`config.mk`:
```
export PLATFORM = sky130hd
export DESIGN_NAME = fir_mac_filter
export DESIGN_NICKNAME = d
export VERILOG_FILES = /design/src/rtl/fir_pkg.sv /design/src/rtl/fir_delay_line.sv /design/src/rtl/fir_mac_filter.sv
export SDC_FILE = /design/constraint.sdc
export NUM_CORES = 1
export LEC_CHECK = 0
export BUFFER_PORTS_ARGS = -buffer_cell sky130_fd_sc_hd__buf_2
export CELL_PAD_IN_SITES_DETAIL_PLACEMENT = 1
export CELL_PAD_IN_SITES_GLOBAL_PLACEMENT = 1
export CORE_ASPECT_RATIO = 0.5
export CORE_MARGIN = 5
export CORE_UTILIZATION = 54
export DETAILED_ROUTE_END_ITERATION = 12
export GPL_TIMING_DRIVEN = 0
export PLACE_DENSITY_LB_ADDON = 0.3
export SKIP_CTS_REPAIR_TIMING = 1
export SKIP_LAST_GASP = 1
export SYNTH_ARGS = -nofsm -noshare
export SYNTH_HDL_FRONTEND = slang
export SYNTH_SLANG_ARGS = --single-unit
export TNS_END_PERCENT = 20
```
`constraint.sdc`:
```
create_clock -name clk -period 32.4 [get_ports clk]
set_input_delay 8.1 -clock clk [delete_from_list [all_inputs] [get_ports clk]]
set_output_delay 8.1 -clock clk [all_outputs]
set_load 0.05 [all_outputs]
```
`src/rtl/fir_pkg.sv`:
```
// Shared types and constants for the heart-rate FIR low-pass filter.
//   state_t    : MAC engine states (IDLE, MAC, OUT)
//   COEFS31    : half coefficient table for the 31-tap symmetric filter;
//                entry 15 is the centre tap. All 31 taps sum to 1028
//                (unity gain is 1024).
//   acc_width  : accumulator width that cannot wrap for the given sizes
package fir_pkg;

    typedef enum logic [1:0] {
        IDLE = 2'd0,
        MAC  = 2'd1,
        OUT  = 2'd2
    } state_t;

    localparam int COEFS31_N = 16;

    localparam logic [7:0] COEFS31 [0:COEFS31_N-1] = '{
        8'd3,  8'd4,  8'd6,  8'd8,  8'd12, 8'd17, 8'd23, 8'd29,
        8'd36, 8'd43, 8'd50, 8'd56, 8'd61, 8'd65, 8'd67, 8'd68
    };

    // Pair sum is data_w+1 bits, times a coef_w coefficient, summed over
    // half terms.
    function automatic int acc_width(input int data_w, input int coef_w, input int half);
        return data_w + 1 + coef_w + $clog2(half);
    endfunction

endpackage

```
`src/rtl/fir_delay_line.sv`:
```
// Sample delay line for the FIR filter. x[0] is the newest sample.
// Ports:
//   clk, reset    : clock, asynchronous active-high reset (clears line)
//   i_shift       : shift i_data in at x[0]
//   i_clear       : clear the whole line (takes priority over i_shift)
//   i_data        : sample to shift in
//   i_idx         : tap index k for the symmetric pair read
//   o_newest      : x[0]
//   o_lo, o_hi    : x[k] and x[NTAPS-1-k]
module fir_delay_line #(
    parameter int DATA_W = 10,
    parameter int NTAPS  = 31,
    parameter int IDX_W  = (NTAPS > 1) ? $clog2(NTAPS) : 1
) (
    input  logic              clk,
    input  logic              reset,
    input  logic              i_shift,
    input  logic              i_clear,
    input  logic [DATA_W-1:0] i_data,
    input  logic [IDX_W-1:0]  i_idx,
    output logic [DATA_W-1:0] o_newest,
    output logic [DATA_W-1:0] o_lo,
    output logic [DATA_W-1:0] o_hi
);

    logic [DATA_W-1:0] r_taps [NTAPS];
    logic [IDX_W-1:0]  w_hi_idx;

    always_ff @(posedge clk or posedge reset) begin
        if (reset) begin
            for (int i = 0; i < NTAPS; i++) r_taps[i] <= '0;
        end else if (i_clear) begin
            for (int i = 0; i < NTAPS; i++) r_taps[i] <= '0;
        end else if (i_shift) begin
            r_taps[0] <= i_data;
            for (int i = 1; i < NTAPS; i++) r_taps[i] <= r_taps[i-1];
        end
    end

    assign w_hi_idx = IDX_W'(NTAPS - 1) - i_idx;
    assign o_newest = r_taps[0];
    assign o_lo     = r_taps[i_idx];
    assign o_hi     = r_taps[w_hi_idx];

endmodule

```
`src/rtl/fir_mac_filter.sv`:
```
// Symmetric low-pass FIR using one time-multiplexed multiply-accumulate.
// One accepted sample is processed in HALF MAC cycles plus one output cycle.
// Ports:
//   clk, reset : clock, asynchronous active-high reset
//   in_valid   : sample present on in_data
//   in_data    : unsigned input sample
//   in_ready   : a sample is accepted on a clk edge with in_valid && in_ready
//   bypass     : pass the sample through unfiltered (captured at accept)
//   flush      : single-cycle pulse, clears the delay line while idle
//   out_valid  : one-cycle pulse, out_data holds a new result
//   out_data   : filtered sample, held until the next out_valid
//   busy       : MAC or output cycle in progress
// Handshake: in_ready is high only in IDLE with no flush and no reset; an
// in_valid seen while in_ready is low is dropped, never queued.
module fir_mac_filter
    import fir_pkg::*;
#(
    parameter int DATA_W    = 10,
    parameter int NTAPS     = 31,
    parameter int COEF_W    = 8,
    parameter int FRAC_BITS = 10
) (
    input  logic              clk,
    input  logic              reset,
    input  logic              in_valid,
    input  logic [DATA_W-1:0] in_data,
    output logic              in_ready,
    input  logic              bypass,
    input  logic              flush,
    output logic              out_valid,
    output logic [DATA_W-1:0] out_data,
    output logic              busy
);

    localparam int HALF  = (NTAPS + 1) / 2;
    localparam int K_W   = (HALF > 1) ? $clog2(HALF) : 1;
    localparam int IDX_W = (NTAPS > 1) ? $clog2(NTAPS) : 1;
    localparam int ACC_W = acc_width(DATA_W, COEF_W, HALF);

    localparam logic [ACC_W-1:0] ROUND   = ACC_W'(1) << (FRAC_BITS - 1);
    localparam logic [ACC_W-1:0] SAT_MAX = ACC_W'((1 << DATA_W) - 1);
    localparam logic [K_W-1:0]   K_LAST  = K_W'(HALF - 1);

    state_t            r_state;
    logic [K_W-1:0]    r_k;
    logic [ACC_W-1:0]  r_acc;
    logic              r_bypass;
    logic [DATA_W-1:0] r_out_data;
    logic              r_out_valid;

    logic              w_accept;
    logic              w_clear;
    logic [DATA_W-1:0] w_newest;
    logic [DATA_W-1:0] w_lo;
    logic [DATA_W-1:0] w_hi;
    logic              w_is_centre;
    logic [DATA_W:0]   w_pair;
    logic [COEF_W-1:0] w_coef;
    logic [ACC_W-1:0]  w_acc_next;
    logic [ACC_W-1:0]  w_rounded;
    logic [ACC_W-1:0]  w_scaled;
    logic [DATA_W-1:0] w_y;

    assign in_ready  = (r_state == IDLE) && !flush && !reset;
    assign w_accept  = in_valid && in_ready;
    // Flush wins over a simultaneous sample because in_ready excludes it.
    assign w_clear   = (r_state == IDLE) && flush && !reset;
    assign busy      = (r_state != IDLE);
    assign out_valid = r_out_valid;
    assign out_data  = r_out_data;

    fir_delay_line #(
        .DATA_W (DATA_W),
        .NTAPS  (NTAPS),
        .IDX_W  (IDX_W)
    ) u_delay_line (
        .clk      (clk),
        .reset    (reset),
        .i_shift  (w_accept),
        .i_clear  (w_clear),
        .i_data   (in_data),
        .i_idx    (IDX_W'(r_k)),
        .o_newest (w_newest),
        .o_lo     (w_lo),
        .o_hi     (w_hi)
    );

    // Centre tap has no partner; every other step adds a symmetric pair.
    assign w_is_centre = (r_k == K_LAST);
    assign w_pair      = w_is_centre ? (DATA_W+1)'(w_lo)
                                     : (DATA_W+1)'(w_lo) + (DATA_W+1)'(w_hi);
    assign w_coef      = COEF_W'(COEFS31[r_k]);
    assign w_acc_next  = r_acc + ACC_W'(w_coef) * ACC_W'(w_pair);

    // Round half up, drop the coefficient scale, then clamp to full scale.
    assign w_rounded = w_acc_next + ROUND;
    assign w_scaled  = w_rounded >> FRAC_BITS;
    assign w_y       = (w_scaled > SAT_MAX) ? DATA_W'(SAT_MAX) : w_scaled[DATA_W-1:0];

    // The final MAC edge registers the result so out_valid is high for
    // exactly the one cycle spent in OUT.
    always_ff @(posedge clk or posedge reset) begin
        if (reset) begin
            r_state     <= IDLE;
            r_k         <= '0;
            r_acc       <= '0;
            r_bypass    <= 1'b0;
            r_out_data  <= '0;
            r_out_valid <= 1'b0;
        end else begin
            r_out_valid <= 1'b0;
            case (r_state)
                IDLE: begin
                    if (w_accept) begin
                        r_acc    <= '0;
                        r_k      <= '0;
                        r_bypass <= bypass;
                        r_state  <= MAC;
                    end
                end
                MAC: begin
                    r_acc <= w_acc_next;
                    if (w_is_centre) begin
                        r_out_data  <= r_bypass ? w_newest : w_y;
                        r_out_valid <= 1'b1;
                        r_state     <= OUT;
                    end else begin
                        r_k <= r_k + K_W'(1);
                    end
                end
                OUT: begin
                    r_state <= IDLE;
                end
                default: begin
                    r_state <= IDLE;
                end
            endcase
        end
    end

endmodule

```
# Word level (Yosys, flattened, before mapping)
# Memory sizes are Yosys's and may differ from the RTL's.
# Index checks and enable logic that the tools add are counted.
[totals]
regBits = 351
latchBits = 0
ramBits = 0
mem_bits_ro = 128
in_bits = 15
out_inout_bits = 13
word_cells = 95
mem_count = 1
[memory_table]
columns = ["name", "depth", "width", "rd", "rd_clocked_by_memory_dff", "wr", "line", "rtl"]
rows = [
  ["(no name shown)", 16, 8, 1, 0, 0, "fir_mac_filter.sv:92", "assign w_coef = COEF_W'(COEFS31[r_k]);"],
]
[classes]
add_sub_neg = 5
mul = 1
div_mod_pow = 0
magnitude_cmp = 4
eq_ne = 5
n_shift = 0
n_mux = 23
bitwise = 3
n_reduce_logical = 16
[ops]
columns = ["operator", "n"]
rows = [
  ["310-bit 2-to-1 mux", 2],
  ["10-bit binary-select mux with 5-bit select", 2],
  ["10-bit 2-to-1 mux", 6],
  ["23-bit case mux with 2 select lines", 1],
  ["23-bit by 10-bit adder with 23-bit output (second input constant)", 1],
  ["23-bit by 19-bit adder with 23-bit output", 1],
  ["23-bit 2-to-1 mux", 1],
  ["8-bit by 11-bit multiplier with 19-bit output", 1],
  ["8-bit 2-to-1 mux", 2],
  ["13-bit by 10-bit > comparator with 1-bit output (second input constant)", 1],
  ["6-bit >= comparator (second input constant)", 2],
  ["10-bit by 10-bit adder with 11-bit output", 1],
  ["11-bit 2-to-1 mux", 1],
  ["4-bit 2-to-1 mux", 2],
  ["4-bit case mux with 2 select lines", 1],
  ["2-bit AND reduction", 4],
  ["4-bit NOT with 6-bit output", 1],
  ["5-bit NOT with 6-bit output", 1],
  ["2-bit nonzero test", 3],
  ["5-bit >= comparator (second input constant)", 1],
  ["1-bit logical AND", 5],
  ["4-bit NOT with 5-bit output", 1],
  ["5-bit by 4-bit subtractor with 5-bit output (first input constant)", 1],
  ["4-bit by 1-bit adder with 4-bit output (second input constant)", 1],
  ["other kinds (10)", 14],
]

# Depth between registers and ports, before layout
[depth]
ltp_word = 13
depth_mapped = 43
depth_no_buf = 37

# By module
# From an unflattened synthesis, not the netlist that was laid out.
[unflattened]
hier_cells = 2163
hier_area_um2 = 23861.6
[modules_own_cells]
columns = ["mod", "n_inst", "cells_per_inst", "area_each_um2", "seq_area_each_um2"]
rows = [
  ["fir_delay_line", 1, 1439, 17783.3, 7757.4],
  ["fir_mac_filter", 1, 724, 6078.3, 1026.0],
]

# Worst setup path before layout
# OpenSTA, ideal clock, no wires.
[synth_path]
path_type = "input -> output"
startpoint = "in reset"
endpoint = "out in_ready"
t_arrival_ns = 9.277
required_ns = 24.300
slack_ns = 15.023
path_stages = 1
path_buffers = 0
cell_sequence = "nor3_1"
[synth_via]
elab_chain_len = 2
[synth_rtl]
columns = ["item", "line", "rtl"]
rows = [
  ["from (decl)", "fir_mac_filter.sv:24", "input logic reset,"],
  ["1-bit zero test (no line)", "-", ""],
  ["1-bit logical AND", "fir_mac_filter.sv:64", "assign in_ready = (r_state == IDLE) && !flush && !reset;"],
  ["to (decl)", "fir_mac_filter.sv:27", "output logic in_ready,"],
]
# No other way between the ends.

# Final worst setup path
# Ends and elaborated chain as after synthesis.

==> results.cfg <==
[timing]
finalCriticalPeriod_ns = 16.94
fin_worst_skew_ns = 0.0317
fmax_mhz = 59.0
relSlewSlack_pct = 11.6
final.setup.tns_ns = 0
rsz0062_at_grt = false
worst_pin_slew_ns = 1.33
finalHoldWorstSlack_ns = 0.494
slew_viol_final = 0
fin_crit_sh_pct = 52.3
hold_violations = 0
setup_viol_count_final = 0

[placement]
dpl.cell_count = 2944
place.gp.congestion = 1.02
place.detailed.hpwl_um = 61500
numPortBuffers = 27

[yosys]
synth.distinct_cells = 70
synth_ff_type = dfrtp_1
ys_warn_count = 0
postSynthAreaPerCell_um2 = 9.18
synth_nets = 2517
synthArstFlopShare_pct = 100
synth_edf_count = 0
synth_seq_cells = 351
yosysSeqAreaShare_pct = 40.3
synth.cell_area_um2 = 21800
synth_cells = 2375

[final_layout]
final_cell_mix = nand2_1, dfrtp_1, nand3_1, clkbuf_1, inv_1
area_growth_pct = 9.28
nets = 2583
fin_cells = 3006
layout-drive-gt1-share_pct = 9.73
layout_commonest_cell = nand2_1
multi_input_area_um2 = 11900
seq_area_um2 = 8780
diodes = 0
fill_cells = 4666

[grt]
grt_overflow = 0
grt_pass1_vias = 20162
antenna_found_initial = 5
grt_pass1_wl_um = 125000
track_usage_pct = 36.5
grt_start_max_net_pins = 130

[setup_path]
critPathTopFamily = buffers and inverters
start_kind = input port
arrival_ns = 8.84
crit_fanout = 3
critPathSlowestCell = buf_2
critical_path.most_common_cell = buf_2
path_buf_inv = 2
critPathLaunch = reset
worstPathRequired_ns = 24.30
max_stage_delay_ns = 0.32
endpoint_kind = primary output
r2r-start = r_k[0]$_DFFE_PP0P_
cp_cell_sequence = buf_2, nor3_1, buf_2
crit_type = input port to primary output

[die]
start_util_pct = 54.3
std_cell_rows = 52
core-area_um2 = 40100
die_h_um = 152
fp.dieW_um = 294
die-area_um2 = 44700
boundaryPins = 28

[detailed_routing]
drt_iter0_drc = 2030
routed_wl_um = 82500
avgRoutedWirePerCell_um = 27.4
ant_nets = 0
dr.pass1.iters = 5
vias = 19469
drc = 0
via_per_inst = 6.48

[power]
p_per_area_nw_per_um2 = 80.9
vdd_drop_max_mv = 0.0476
p_leak_nw = 11.9

[outcome]
status = finished clean

[clock_tree]
clock_latency_ns = 0.58
clockBufferDepth = 3
cts_sinks = 351
cts.clk_slew.worst_paths_ns = 0.06
cts-root-buf = clkbuf_16
cts_tree = built
htreeDepth = 2
numCtsBuffers = 35

[min_path]
holdCritStartpoint = out_data[1]$_DFFE_PP0P_
hold_class = flip-flop to flip-flop

[flow_run]
cap_violations = 0
[worst paths after layout]
path	to	slack, ns	cells past startpoint
setup / recovery	in_ready	15.46	3
hold / removal	out_data[1]$_DFFE_PP0P_	0.49	2
setup reg to reg	out_data[8]$_DFFE_PP0P_	18.86	41
hold reg to reg	out_data[1]$_DFFE_PP0P_	0.49	2
max in group asynchronous	u_delay_line.r_taps[224]$_DFFE_PP0P_	23.49	3
min in group asynchronous	u_delay_line.r_taps[12]$_DFFE_PP0P_	7.75	2
[tightest hold or removal path, delay by kind of cell, from the launching register on]
| kind | cells | cell delay [ns] |
|---|---|---|
| AO/OA/AOI/OAI | 1 | 0.06 |
| flip-flops | 1 | 0.34 |
| AND/OR/NAND/NOR | 1 | 0.05 |
[per-layer routing]
metal	vias to the layer above	GRT usage, %	routed length [um]
met5	-	2.01	221
met4	12	11.7	3190
met3	206	13.4	9590
met1	10075	50.5	33800
met2	992	54.0	35700
li1	8184	-	-
[registers in the layout, indices dropped and copies added, names as in the netlist]
| name | flops |
|---|---|
| r_bypass | 1 |
| r_acc | 23 |
| out_data | 10 |
| u_delay_line.o_newest | 10 |
| out_valid | 1 |
| r_k | 4 |
| r_state | 2 |
| u_delay_line.r_taps | 300 |
[logic make-up after synthesis]
logic type / share of synthesized area [%]
simple gates: 24.4
mux: 13.8
buf+inv: 5.39
flops: 40.3
compound gates: 5.40
fa+ha+maj: 9.42
xor+xnor: 1.24
[where the power goes]
part | leakage, nW | total [W] | internal, W | switching, W
clock network | 0.561 | 0.000435 | 0.000236 | 0.000199
logic | 6.51 | 0.000989 | 0.000320 | 0.000668
registers | 4.85 | 0.000505 | 0.000472 | 0.0000329
total | 11.9 | 0.00193 | 0.00103 | 0.000900
[per-stage QoR]
step | setup WS, ns | cell area, um^2 | utilization (%) | total power (W)
floorplan | 14.56 | 21800 | - | 0.00116
global placement | 10.18 | 22600 | 56.3 | 0.00142
detailed placement | 15.44 | 22700 | 56.5 | 0.00147
CTS | 15.44 | 23800 | 59.4 | 0.00191
global route | 15.38 | 23800 | 59.4 | 0.00203
finish | 15.46 | 23800 | 59.4 | 0.00193
[area by class of cell]
class,count,share of cell area [%]
buffer,169,2.84
inverter,133,2.13
clock buffer,48,4.05
timing repair buffer,29,0.798
sequential,351,36.9
multi-input combinational,1722,49.7
clock inverter,14,0.772
tap,540,2.84
[synth_stat cells, types with 3 or more instances]
cell      instances  area share, %
nand3b_1          4           0.14
ha_1             65            3.7
buf_4             5           0.17
clkbuf_1        139            2.4
or4_1             4           0.14
o21bai_1          4           0.14
nand2_1         708             12
o21a_1            4           0.14
xor2_1           15           0.60
a21o_1            7           0.24
buf_2             6           0.14
nand3_1         336            7.7
buf_1            16           0.28
o21ai_0          56            1.3
dfrtp_1         351             40
o21ai_1          10           0.23
nand2b_1         23           0.66
o31ai_1           8           0.28
or2_2             3          0.086
inv_1           133            2.3
and3_1            5           0.14
nor2_1           66            1.1
xnor2_1          16           0.64
a22oi_1           8           0.28
mux2_2           11           0.57
and2_1            9           0.26
fa_1             62            5.7
mux4_2          116             12
a221oi_1          6           0.24
mux2i_1          28            1.3
a31oi_1          11           0.32
o211ai_1          4           0.14
a21oi_1          48            1.1
nor4_1            4           0.11
nand4_1           6           0.17
nor2b_1          16           0.46
or3_1            11           0.32
nor3_1           14           0.32
(Power assumes the default switching activity.)
